===== config.mk =====
export PLATFORM = sky130hd
export DESIGN_NAME = launch_sequencer
export DESIGN_NICKNAME = d
export VERILOG_FILES = /design/src/rtl/blaster_pkg.sv /design/src/rtl/btn_debounce.sv /design/src/rtl/launch_sequencer.sv
export SDC_FILE = /design/constraint.sdc
export NUM_CORES = 1
export LEC_CHECK = 0
export CAP_MARGIN = 20
export CORE_MARGIN = 10
export CORE_UTILIZATION = 63
export DETAILED_ROUTE_END_ITERATION = 6
export GPL_TIMING_DRIVEN = 0
export HOLD_SLACK_MARGIN = 0.02
export PLACE_DENSITY = 0.81
export SYNTH_ARGS = -nofsm -noshare
export SYNTH_HDL_FRONTEND = slang
export SYNTH_SLANG_ARGS = --single-unit

===== constraint.sdc =====
create_clock -name clk -period 3.7 [get_ports clk]
set_input_delay 0.74 -clock clk [delete_from_list [all_inputs] [get_ports clk]]
set_output_delay 0.74 -clock clk [all_outputs]
set_load 0.02 [all_outputs]

===== src/rtl/blaster_pkg.sv =====
// Shared types and default timing for the blaster high-voltage launch path.
package blaster_pkg;

    // Launch sequencer states. The encoding is also shown on the video overlay.
    typedef enum logic [2:0] {
        IDLE   = 3'd0,
        CHARGE = 3'd1,
        READY  = 3'd2,
        FIRE   = 3'd3,
        DUMP   = 3'd4,
        FAULT  = 3'd5
    } launch_state_t;

    // Default timing at a 48 MHz system clock.
    localparam int unsigned DEF_DEBOUNCE_CYC       = 480_000;        // 10 ms
    localparam int unsigned DEF_CHARGE_TIMEOUT_CYC = 480_000_000;    // 10 s
    localparam int unsigned DEF_READY_TIMEOUT_CYC  = 1_440_000_000;  // 30 s
    localparam int unsigned DEF_FIRE_CYC           = 480_000;        // 10 ms
    localparam int unsigned DEF_PWM_PERIOD_CYC     = 1024;
    localparam int unsigned DEF_PWM_ON_CYC         = 64;
    localparam int unsigned DEF_DUMP_CYC           = 4_800_000;      // 100 ms
    localparam int unsigned DEF_TONE_DIV_BIT       = 14;
    localparam int unsigned DEF_BLINK_BIT          = 23;

    // Dwell timer width; wide enough for the 30 s ready timeout.
    localparam int TIMER_W = 31;
    // Free-running counter feeding the LED blink and the speaker tones.
    localparam int COUNT_W = 24;

endpackage


===== src/rtl/btn_debounce.sv =====
// Button conditioner: 2-flop synchronizer, stable-high counter and a
// single-cycle press pulse. A held button yields one pulse; the level has to
// drop before another press can be recognised.
module btn_debounce
    import blaster_pkg::*;
#(
    parameter int unsigned DEBOUNCE_CYC = DEF_DEBOUNCE_CYC
) (
    input  logic clk,
    input  logic reset_n,
    input  logic i_raw,
    output logic o_press
);

    localparam int CNT_W = $clog2(DEBOUNCE_CYC + 1);
    localparam logic [CNT_W-1:0] CNT_LAST = CNT_W'(DEBOUNCE_CYC - 1);
    localparam logic [CNT_W-1:0] CNT_DONE = CNT_W'(DEBOUNCE_CYC);

    logic             r_sync1;
    logic             r_sync2;
    logic [CNT_W-1:0] r_cnt;
    logic             r_press;

    // Bring the asynchronous button into the clock domain.
    always_ff @(posedge clk or negedge reset_n) begin
        if (!reset_n) begin
            r_sync1 <= 1'b0;
            r_sync2 <= 1'b0;
        end else begin
            r_sync1 <= i_raw;
            r_sync2 <= r_sync1;
        end
    end

    // Count consecutive high samples; pulse once when the threshold is hit,
    // then park the counter so holding the button cannot re-trigger.
    always_ff @(posedge clk or negedge reset_n) begin
        if (!reset_n) begin
            r_cnt   <= '0;
            r_press <= 1'b0;
        end else if (!r_sync2) begin
            r_cnt   <= '0;
            r_press <= 1'b0;
        end else if (r_cnt == CNT_LAST) begin
            r_cnt   <= CNT_DONE;
            r_press <= 1'b1;
        end else begin
            r_press <= 1'b0;
            if (r_cnt != CNT_DONE) begin
                r_cnt <= r_cnt + 1'b1;
            end
        end
    end

    assign o_press = r_press;

endmodule


===== src/rtl/launch_sequencer.sv =====
// Safety sequencer for the blaster high-voltage path: arm, charge, ready,
// fire and dump. All outputs are registered from the next-state value so they
// switch on the same edge as the state register.
module launch_sequencer
    import blaster_pkg::*;
#(
    parameter int unsigned DEBOUNCE_CYC       = DEF_DEBOUNCE_CYC,
    parameter int unsigned CHARGE_TIMEOUT_CYC = DEF_CHARGE_TIMEOUT_CYC,
    parameter int unsigned READY_TIMEOUT_CYC  = DEF_READY_TIMEOUT_CYC,
    parameter int unsigned FIRE_CYC           = DEF_FIRE_CYC,
    parameter int unsigned PWM_PERIOD_CYC     = DEF_PWM_PERIOD_CYC,
    parameter int unsigned PWM_ON_CYC         = DEF_PWM_ON_CYC,
    parameter int unsigned DUMP_CYC           = DEF_DUMP_CYC,
    parameter int unsigned TONE_DIV_BIT       = DEF_TONE_DIV_BIT,
    parameter int unsigned BLINK_BIT          = DEF_BLINK_BIT
) (
    input  logic       clk,
    input  logic       reset_n,
    input  logic       arm_button,
    input  logic       fire_button,
    input  logic       lt3420_done,
    input  logic       cont,
    output logic       lt3420_charge,
    output logic       pwm,
    output logic       dump,
    output logic       arm_led,
    output logic       cont_led,
    output logic       speaker,
    output logic [2:0] state,
    output logic       fault
);

    localparam int PH_W = (PWM_PERIOD_CYC > 1) ? $clog2(PWM_PERIOD_CYC) : 1;

    localparam logic [TIMER_W-1:0] T_CHARGE = TIMER_W'(CHARGE_TIMEOUT_CYC);
    localparam logic [TIMER_W-1:0] T_READY  = TIMER_W'(READY_TIMEOUT_CYC);
    localparam logic [TIMER_W-1:0] T_FIRE   = TIMER_W'(FIRE_CYC);
    localparam logic [TIMER_W-1:0] T_DUMP   = TIMER_W'(DUMP_CYC);
    localparam logic [PH_W-1:0]    PH_LAST  = PH_W'(PWM_PERIOD_CYC - 1);
    localparam logic [31:0]        PWM_ON_L = PWM_ON_CYC;

    launch_state_t      r_state;
    launch_state_t      w_next_state;
    logic [TIMER_W-1:0] r_timer;
    logic [TIMER_W-1:0] w_next_timer;
    logic [PH_W-1:0]    r_phase;
    logic [PH_W-1:0]    w_next_phase;
    logic [TIMER_W-1:0] r_beep;
    logic [TIMER_W-1:0] w_next_beep;
    logic [COUNT_W-1:0] r_count;

    logic r_cont_s1, r_cont_s2;
    logic r_done_s1, r_done_s2;
    logic w_arm_press, w_fire_press;
    logic w_state_change;
    logic w_pwm_on;
    logic w_next_arm_led;
    logic w_next_speaker;
    logic w_count_unused;

    logic r_charge, r_pwm, r_dump, r_arm_led, r_speaker, r_fault;

    btn_debounce #(.DEBOUNCE_CYC(DEBOUNCE_CYC)) u_arm_db (
        .clk     (clk),
        .reset_n (reset_n),
        .i_raw   (arm_button),
        .o_press (w_arm_press)
    );

    btn_debounce #(.DEBOUNCE_CYC(DEBOUNCE_CYC)) u_fire_db (
        .clk     (clk),
        .reset_n (reset_n),
        .i_raw   (fire_button),
        .o_press (w_fire_press)
    );

    // Two-flop synchronizers for continuity and charger-done.
    always_ff @(posedge clk or negedge reset_n) begin
        if (!reset_n) begin
            r_cont_s1 <= 1'b0;
            r_cont_s2 <= 1'b0;
            r_done_s1 <= 1'b0;
            r_done_s2 <= 1'b0;
        end else begin
            r_cont_s1 <= cont;
            r_cont_s2 <= r_cont_s1;
            r_done_s1 <= lt3420_done;
            r_done_s2 <= r_done_s1;
        end
    end

    // Free-running counter; its bits drive the LED blink and tone pitches.
    always_ff @(posedge clk or negedge reset_n) begin
        if (!reset_n) begin
            r_count <= '0;
        end else begin
            r_count <= r_count + 1'b1;
        end
    end

    // Next-state decision. Within each state the exits are listed in priority order.
    always_comb begin
        w_next_state = r_state;
        case (r_state)
            IDLE: begin
                if (w_arm_press && r_cont_s2) w_next_state = CHARGE;
            end
            CHARGE: begin
                if (w_arm_press)              w_next_state = DUMP;
                else if (!r_cont_s2)          w_next_state = DUMP;
                else if (r_timer >= T_CHARGE) w_next_state = FAULT;
                else if (r_done_s2)           w_next_state = READY;
            end
            READY: begin
                if (w_arm_press)              w_next_state = DUMP;
                else if (!r_cont_s2)          w_next_state = DUMP;
                else if (r_timer >= T_READY)  w_next_state = DUMP;
                else if (w_fire_press)        w_next_state = FIRE;
            end
            FIRE: begin
                // Continuity loss is expected once the igniter burns through.
                if (r_timer >= T_FIRE)        w_next_state = DUMP;
            end
            DUMP: begin
                if (r_timer >= T_DUMP)        w_next_state = IDLE;
            end
            FAULT: begin
                if (w_arm_press)              w_next_state = DUMP;
            end
            default: w_next_state = FAULT;
        endcase
    end

    // Dwell timer and pwm phase restart on every state change; the phase
    // tracks timer modulo the pwm period without needing a divider.
    always_comb begin
        w_state_change = (w_next_state != r_state);
        if (w_state_change) begin
            w_next_timer = '0;
            w_next_phase = '0;
        end else begin
            w_next_timer = (r_timer == '1) ? r_timer : r_timer + 1'b1;
            w_next_phase = (r_phase == PH_LAST) ? '0 : r_phase + 1'b1;
        end
        w_pwm_on = (32'(w_next_phase) < PWM_ON_L);
    end

    // Beep window for an arm press without continuity.
    always_comb begin
        if (r_state == IDLE && w_arm_press && !r_cont_s2) begin
            w_next_beep = T_DUMP;
        end else if (r_beep != '0) begin
            w_next_beep = r_beep - 1'b1;
        end else begin
            w_next_beep = '0;
        end
    end

    // LED and speaker values for the state being entered.
    always_comb begin
        w_next_arm_led = 1'b0;
        w_next_speaker = 1'b0;
        case (w_next_state)
            CHARGE: w_next_arm_led = r_count[BLINK_BIT];
            READY: begin
                w_next_arm_led = 1'b1;
                w_next_speaker = r_count[TONE_DIV_BIT];
            end
            FIRE:  w_next_arm_led = 1'b1;
            FAULT: w_next_speaker = r_count[TONE_DIV_BIT-2];
            IDLE:  w_next_speaker = (w_next_beep != '0) && r_count[TONE_DIV_BIT];
            default: ;
        endcase
    end

    // State register, timers and every output advance together on one edge.
    always_ff @(posedge clk or negedge reset_n) begin
        if (!reset_n) begin
            r_state   <= IDLE;
            r_timer   <= '0;
            r_phase   <= '0;
            r_beep    <= '0;
            r_charge  <= 1'b0;
            r_pwm     <= 1'b0;
            r_dump    <= 1'b1;
            r_arm_led <= 1'b0;
            r_speaker <= 1'b0;
            r_fault   <= 1'b0;
        end else begin
            r_state   <= w_next_state;
            r_timer   <= w_next_timer;
            r_phase   <= w_next_phase;
            r_beep    <= w_next_beep;
            r_charge  <= (w_next_state == CHARGE);
            r_pwm     <= (w_next_state == FIRE) && w_pwm_on;
            r_dump    <= (w_next_state == IDLE) || (w_next_state == DUMP) ||
                         (w_next_state == FAULT);
            r_arm_led <= w_next_arm_led;
            r_speaker <= w_next_speaker;
            r_fault   <= (w_next_state == FAULT);
        end
    end

    // Only a few counter bits feed outputs; fold the rest away.
    assign w_count_unused = ^r_count;

    assign lt3420_charge = r_charge;
    assign pwm           = r_pwm;
    assign dump          = r_dump;
    assign arm_led       = r_arm_led;
    assign cont_led      = r_cont_s2;
    assign speaker       = r_speaker;
    assign state         = r_state;
    assign fault         = r_fault;

`ifndef SYNTHESIS
    a_pwm_dump:   assert property (@(posedge clk) disable iff (!reset_n) !(r_pwm && r_dump));
    a_pwm_charge: assert property (@(posedge clk) disable iff (!reset_n) !(r_pwm && r_charge));
    a_pwm_fire:   assert property (@(posedge clk) disable iff (!reset_n) r_pwm |-> (r_state == FIRE));
    a_chg_charge: assert property (@(posedge clk) disable iff (!reset_n) r_charge |-> (r_state == CHARGE));
`endif

endmodule


# Word-level counts from Yosys, hierarchy flattened
# Index checks and enable logic that the tools add are counted.
[totals]
latch_bits = 0
ff_bits = 153
romBits = 0
n_memories = 0
wordCells = 98
out_inout_bits = 10
ramBits = 0
input_bits = 6
[op_classes]
mul = 0
div = 0
mux = 31
bitwise = 0
eq_ne = 20
add_sub_neg = 6
order_cmp = 5
shifts = 0
reduce_logical = 13
[ops]
columns = ["operator", "n"]
rows = [
  ["$mux W31", 4],
  ["$mux W19", 6],
  ["$reduce_bool A31 Y1", 2],
  ["$add A19 B1 Y19 const B", 2],
  ["$eq A19 B19 Y1 const B", 2],
  ["$ne A19 B19 Y1 const B", 2],
  ["$mux W3", 12],
  ["$add A31 B1 Y31 const B", 1],
  ["$eq A31 B31 Y1 const B", 1],
  ["$ge A31 B19 Y1 const B", 1],
  ["$ge A31 B23 Y1 const B", 1],
  ["$ge A31 B29 Y1 const B", 1],
  ["$ge A31 B31 Y1 const B", 1],
  ["$sub A31 B1 Y31 const B", 1],
  ["$add A24 B1 Y24 const B", 1],
  ["$mux W10", 2],
  ["$pmux W3 S6", 1],
  ["$eq A3 B2 Y1 const B", 4],
  ["$eq A3 B3 Y1 const B", 4],
  ["$add A10 B1 Y10 const B", 1],
  ["$eq A10 B10 Y1 const B", 1],
  ["$lt A10 B7 Y1 const B", 1],
  ["$eq A3 B1 Y1 const B", 2],
  ["$logic_not A3 Y1", 2],
  ["10 further kinds", 19],
]

# Logic depth before layout (Yosys ltp)
[logic_depth]
depth_word = 9
ltp_mapped = 10
depth_no_buf = 9

# Hierarchy
# A second synthesis with hierarchy kept.
[hier_totals]
cells_unflattened = 849
area_unflattened_um2 = 8070.2
[by_module_without_submodules]
columns = ["module", "area_each_um2", "cells_per_inst", "seq_area_each_um2", "n_inst"]
rows = [
  ["launch_sequencer", 5838.1, 623, 2728.9, 1],
  ["btn_debounce", 1116.1, 113, 550.5, 2],
]

# Worst setup path after synthesis
# No wires, ideal clock.
[synth_path]
path_kind = "reg2reg"
startpoint = "reg r_beep[12]"
endpoint = "reg r_speaker, in the netlist speaker"
stages_incl_launch_ff = 10
synth_period_minus_slack_ns = 2.622
setup_slack_ns = 1.078
setup_ns = 0.138
arrival_ns = 2.484
required_ns = 3.562
cell_sequence = "dfrtp_1 > buf_6 > or4_4 > or4_4 > buf_2 > nor4_2 > xnor2_1 > o2111ai_1 > o311ai_1 > o211ai_1"
[synth_via]
elab_chain_len = 6
elab_cells_between_ends = 7
cone_classes = "add/sub: 1; mux: 3; reduce/logical: 3"
[synth_rtl]
columns = ["element", "line", "text"]
rows = [
  ["start, declared", "launch_sequencer.sv:48", "logic [TIMER_W-1:0] r_beep;"],
  ["start signal, assigned", "launch_sequencer.sv:193", "r_beep <= w_next_beep;"],
  ["$sub A31 B1 Y31 / $reduce_bool A31 Y1 (equally long branches)", "launch_sequencer.sv:153, launch_sequencer.sv:152", ""],
  ["$mux W31 *", "launch_sequencer.sv:152", "end else if (r_beep != '0) begin"],
  ["$mux W31 *", "launch_sequencer.sv:150", "if (r_state == IDLE && w_arm_press && !r_cont_s2) begin"],
  ["$reduce_bool A31 Y1 *", "launch_sequencer.sv:171", "IDLE: w_next_speaker = (w_next_beep != '0) && r_count[TONE_DIV_BIT];"],
  ["$logic_and A1 B1 Y1 *", "launch_sequencer.sv:171", ""],
  ["$pmux W1 S3 *", "launch_sequencer.sv:163", "case (w_next_state)"],
  ["via w_next_speaker", "launch_sequencer.sv:58", "logic w_next_speaker;"],
  ["end signal, assigned", "launch_sequencer.sv:199", "r_speaker <= w_next_speaker;"],
  ["end, declared", "launch_sequencer.sv:61", "logic r_charge, r_pwm, r_dump, r_arm_led, r_speaker, r_fault;"],
]
# The timed path passes the listed nets; every way through them passes the cells marked *.
# A chain may end at the register's enable or synchronous reset.

# Worst setup path in the final report
[layout_path]
startpoint = "reg r_timer[18]"
endpoint = "reg r_phase[8]"
[layout_via]
elab_chain_len = 7
elab_cells_between_ends = 15
cone_classes = "order compare: 4; eq/ne: 1; mux: 10"
[layout_rtl]
columns = ["element", "line", "text"]
rows = [
  ["start, declared", "launch_sequencer.sv:44", "logic [TIMER_W-1:0] r_timer;"],
  ["start signal, assigned", "launch_sequencer.sv:191", "r_timer <= w_next_timer;"],
  ["$ge A31 B31 Y1 / $ge A31 B29 Y1 (equally long branches)", "launch_sequencer.sv:117, launch_sequencer.sv:111", ""],
  ["$mux W3 (on tied branches)", "launch_sequencer.sv:117, launch_sequencer.sv:111", ""],
  ["$mux W3 (on tied branches)", "launch_sequencer.sv:116, launch_sequencer.sv:110", ""],
  ["$mux W3 (on tied branches)", "launch_sequencer.sv:115, launch_sequencer.sv:109", ""],
  ["$pmux W3 S6 *", "launch_sequencer.sv:104", "case (r_state)"],
  ["$ne A3 B3 Y1 *", "launch_sequencer.sv:137", "w_state_change = (w_next_state != r_state);"],
  ["$mux W10 *", "launch_sequencer.sv:138", "if (w_state_change) begin"],
  ["via w_next_phase[8]", "launch_sequencer.sv:47", "logic [PH_W-1:0] w_next_phase;"],
  ["end signal, assigned", "launch_sequencer.sv:192", "r_phase <= w_next_phase;"],
  ["end, declared", "launch_sequencer.sv:46", "logic [PH_W-1:0] r_phase;"],
]
# Marks and branches as above.

==> metrics.yaml <==
wl_per_cell_um: 17.09
port_buffers: 15
tritoncts: "done"
timing.hold.ws_ns: 0.2691
p_sw_share_pct: 23.72
tightest_slew_ns: 1.086
num_vias: 6522
synthCells: 844
fin_tns_setup_ns: 0
ir_worst_vdd_uv: 373.5
numCtsBuffers: 17
status: "finished, final reports clean"
drc: 0
met1_length_mm: 7.907
dpl_worst_slack_ns: 0.4854
post-route-period-util_pct: 87.15
drive_gt1_share_pct: 6.166
period_needed_ns: 3.225
p_per_area_nw_per_um2: 394.7
worstPathArrival_ns: 3.53
cts_resized: 0
drt-total-wl_mm: 18.19
pwr-share-seq_pct: 47.3
viasPerCell: 6.130
area_growth_pct: 12.44
dieHeight_um: 133.0
maxSlewViolCount: 0
synth_ff_type: "dfrtp_1"
nets: 894
postSynth.asyncResetShare_pct: 100.0
max_cap_violations: 0
critical_path_class: "flop to flop"
dpl_cell_area_um2: 8442
synth-seq-area-share_pct: 47.59
grt_pass1_vias: 6481
yosys.cell_types.count: 66
die_area_um2: 17690
skew_ns: 0.009421
rows: 41
worst_path_max_delay_cell: "a2111oi_0"
grt_max_degree: 88
slew_headroom_pct: 26.94
cp_num_buf_inv: 2
cp.depth: 9
r2r_cells: 9
placedCellCount: 1032
p_total_mw: 3.571
syn-num-nets: 859
syn_avg_cell_area_um2: 9.535
cts.clk_slew.worst_paths_ns: 0.06
core_area_um2: 12570
fmax_mhz: 310.1
postLayoutCellArea_um2: 9049
register_area_um2: 3830
hold_viol_final: 0
clkPwrFrac_pct: 50.7
wl_met3_um: 989
synth-edff-count: 0
insertedDiodeCount: 0
power_switching_mw: 0.8471
fp.dieW_um: 133.0
hpwl_mm: 12.33
finalCoreUtilization_pct: 72.00
top_layer_used: "met4"
path_delay_family: "compound AO/OA/AOI/OAI gates"
endpoint_kind: "flop"
cts_hold_buf: 0
firstDrtPassIters: 5
cp_slowest_stage_delay_ns: 0.61
yosysWarnings: 0
ys_ff_latch: 153
clk_path_buf_depth: 2
nFillCells: 911
drt-initial-drc-count: 573
cp_cell_sequence: "clkbuf_1 -> nand4b_1 -> a2111oi_0 -> o31ai_1 -> a211o_1 -> and4b_1 -> nor2_1 -> clkbuf_1 -> nor3_1"
cts_setup_buffers: 0
htree_levels: 4
p_int_mw: 2.724
min_path_type: "input pin to asynchronous set/reset pin"
comb_power_share_pct: 1.9
overflow: 0
root_buffer: "clkbuf_16"
multi_input_area_um2: 3968
cp_common_cell: "clkbuf_1"
cts.sinks: 153
wl_met2_mm: 8.911
initial_utilization_pct: 64.03
antenna_found_initial: 0
timing.final.ws_setup_ns: 0.4754
gp_congestion: 0.8691
ant_nets: 0
setup_viol: 0
leakage_nw: 4.119
grt_pass1_wl_mm: 31.57
critPathRequiredTime_ns: 4.01
insertion_delay_ns: 0.45
rsz0062_at_grt: "no"
critPathLaunchType: "flop"
syn_area_um2: 8048
path_max_fanout: 10
io_pins: 16
post_layout_nonfiller_instances: 1064
grtUsageTotal_pct: 21.65
## cell families (layout without fill, tap and decap cells)
kind of cell    after synthesis  after routing  share of synthesized area (%)
simple gates                416            416                          27.86
compound gates               94             94                          8.085
buf+inv                      63            111                          3.109
mux                           4              4                         0.5286
xor+xnor                    105            105                          11.43
fa+ha+maj                     9              9                          1.399
flops                       153            153                          47.59
## area by class of cell
class	count	share of cell area, %
clock inverters	15	2.005
inverters	28	1.162
clock buffers	17	4.701
multi-input cells	628	43.85
plain buffers	35	1.604
repair buffers	16	1.977
well taps	172	2.378
flip-flops and latches	153	42.33
## worst paths after layout
kind	start	end	slack, ns
max reg2reg	r_timer[18]$_DFFE_PN0P_	r_phase[8]$_DFF_PN0_	0.48
min in group clk	u_arm_db.r_sync1$_DFF_PN0_	u_arm_db.r_sync2$_DFF_PN0_	0.35
max	r_timer[18]$_DFFE_PN0P_	r_phase[8]$_DFF_PN0_	0.48
min reg2reg	u_arm_db.r_sync1$_DFF_PN0_	u_arm_db.r_sync2$_DFF_PN0_	0.35
min	reset_n	r_timer[2]$_DFFE_PN0P_	0.27
max in group asynchronous	reset_n	u_fire_db.r_cnt[12]$_DFFE_PN0P_	2.61
## cells in the final DEF, fill, tap and decap left out, types with 3 or more instances in the layout
| master | count |
|---|---|
| dfrtp_1 | 152 |
| nor2_1 | 92 |
| xnor2_1 | 64 |
| nor3_1 | 58 |
| nand3_1 | 55 |
| nand2_1 | 53 |
| xor2_1 | 41 |
| and3_1 | 30 |
| inv_1 | 27 |
| clkbuf_1 | 27 |
| nor4_1 | 27 |
| nand4_1 | 26 |
| o21ai_0 | 22 |
| clkbuf_16 | 17 |
| clkdlybuf4s50_1 | 14 |
| a21oi_1 | 13 |
| and4_1 | 13 |
| or3_1 | 10 |
| ha_1 | 9 |
| o211ai_1 | 8 |
| nand4b_1 | 8 |
| and2_1 | 7 |
| o31a_1 | 6 |
| nand2b_1 | 5 |
| nor2b_1 | 5 |
| a31oi_1 | 5 |
| or4_1 | 5 |
| inv_8 | 5 |
| a2111oi_0 | 4 |
| a211oi_1 | 4 |
| buf_2 | 4 |
| or2_2 | 4 |
| inv_6 | 4 |
| nor4b_1 | 3 |
| o31ai_1 | 3 |
| a21o_1 | 3 |
| nor3b_1 | 3 |
| o21a_1 | 3 |
| o22ai_1 | 3 |
## metal layers
metal  track usage [%]  vias up
met1             26.87     3187
met4             9.352        0
met5                 0        -
met3             5.185       34
met2             35.25      194
li1                  -     3107
## sequential cells by signal, indices dropped and copies added (netlist names), 3 cells and up
name / count
u_fire_db.r_cnt: 19
r_count: 24
u_arm_db.r_cnt: 19
r_timer: 31
r_phase: 10
r_beep: 31
state: 3
## cells in the mapped netlist, types with 3 or more instances
cell / count / share of area, %
a2111oi_0: 4 / 0.44
a211oi_1: 4 / 0.37
a21o_1: 3 / 0.28
a21oi_1: 13 / 0.81
a31oi_1: 5 / 0.39
and2_1: 7 / 0.54
and3_1: 30 / 2.3
and4_1: 13 / 1.4
buf_2: 4 / 0.25
clkbuf_1: 27 / 1.3
dfrtp_1: 152 / 47
ha_1: 9 / 1.4
inv_1: 27 / 1.3
nand2_1: 53 / 2.5
nand2b_1: 5 / 0.39
nand3_1: 55 / 3.4
nand4_1: 26 / 2.0
nand4b_1: 8 / 0.87
nor2_1: 92 / 4.3
nor2b_1: 5 / 0.39
nor3_1: 58 / 3.6
nor3b_1: 3 / 0.28
nor4_1: 27 / 2.1
nor4b_1: 3 / 0.33
o211ai_1: 8 / 0.75
o21a_1: 3 / 0.28
o21ai_0: 22 / 1.4
o22ai_1: 3 / 0.23
o31a_1: 6 / 0.65
o31ai_1: 3 / 0.28
or2_2: 4 / 0.31
or3_1: 10 / 0.78
or4_1: 5 / 0.47
xnor2_1: 64 / 7.0
xor2_1: 41 / 4.5
## power groups by stage
| stage | Clock [mW] | Sequential [mW] | Combinational, mW |
|---|---|---|---|
| after floorplan | 0 | 1.72 | 0.0206 |
| final | 1.81 | 1.69 | 0.0690 |
| after CTS | 1.83 | 1.69 | 0.0721 |
| after detailed placement | 0 | 1.72 | 0.0718 |
| after global placement | 0 | 1.72 | 0.0639 |
| after global routing | 1.90 | 1.69 | 0.0807 |
Power figures use the tool's default switching activity.
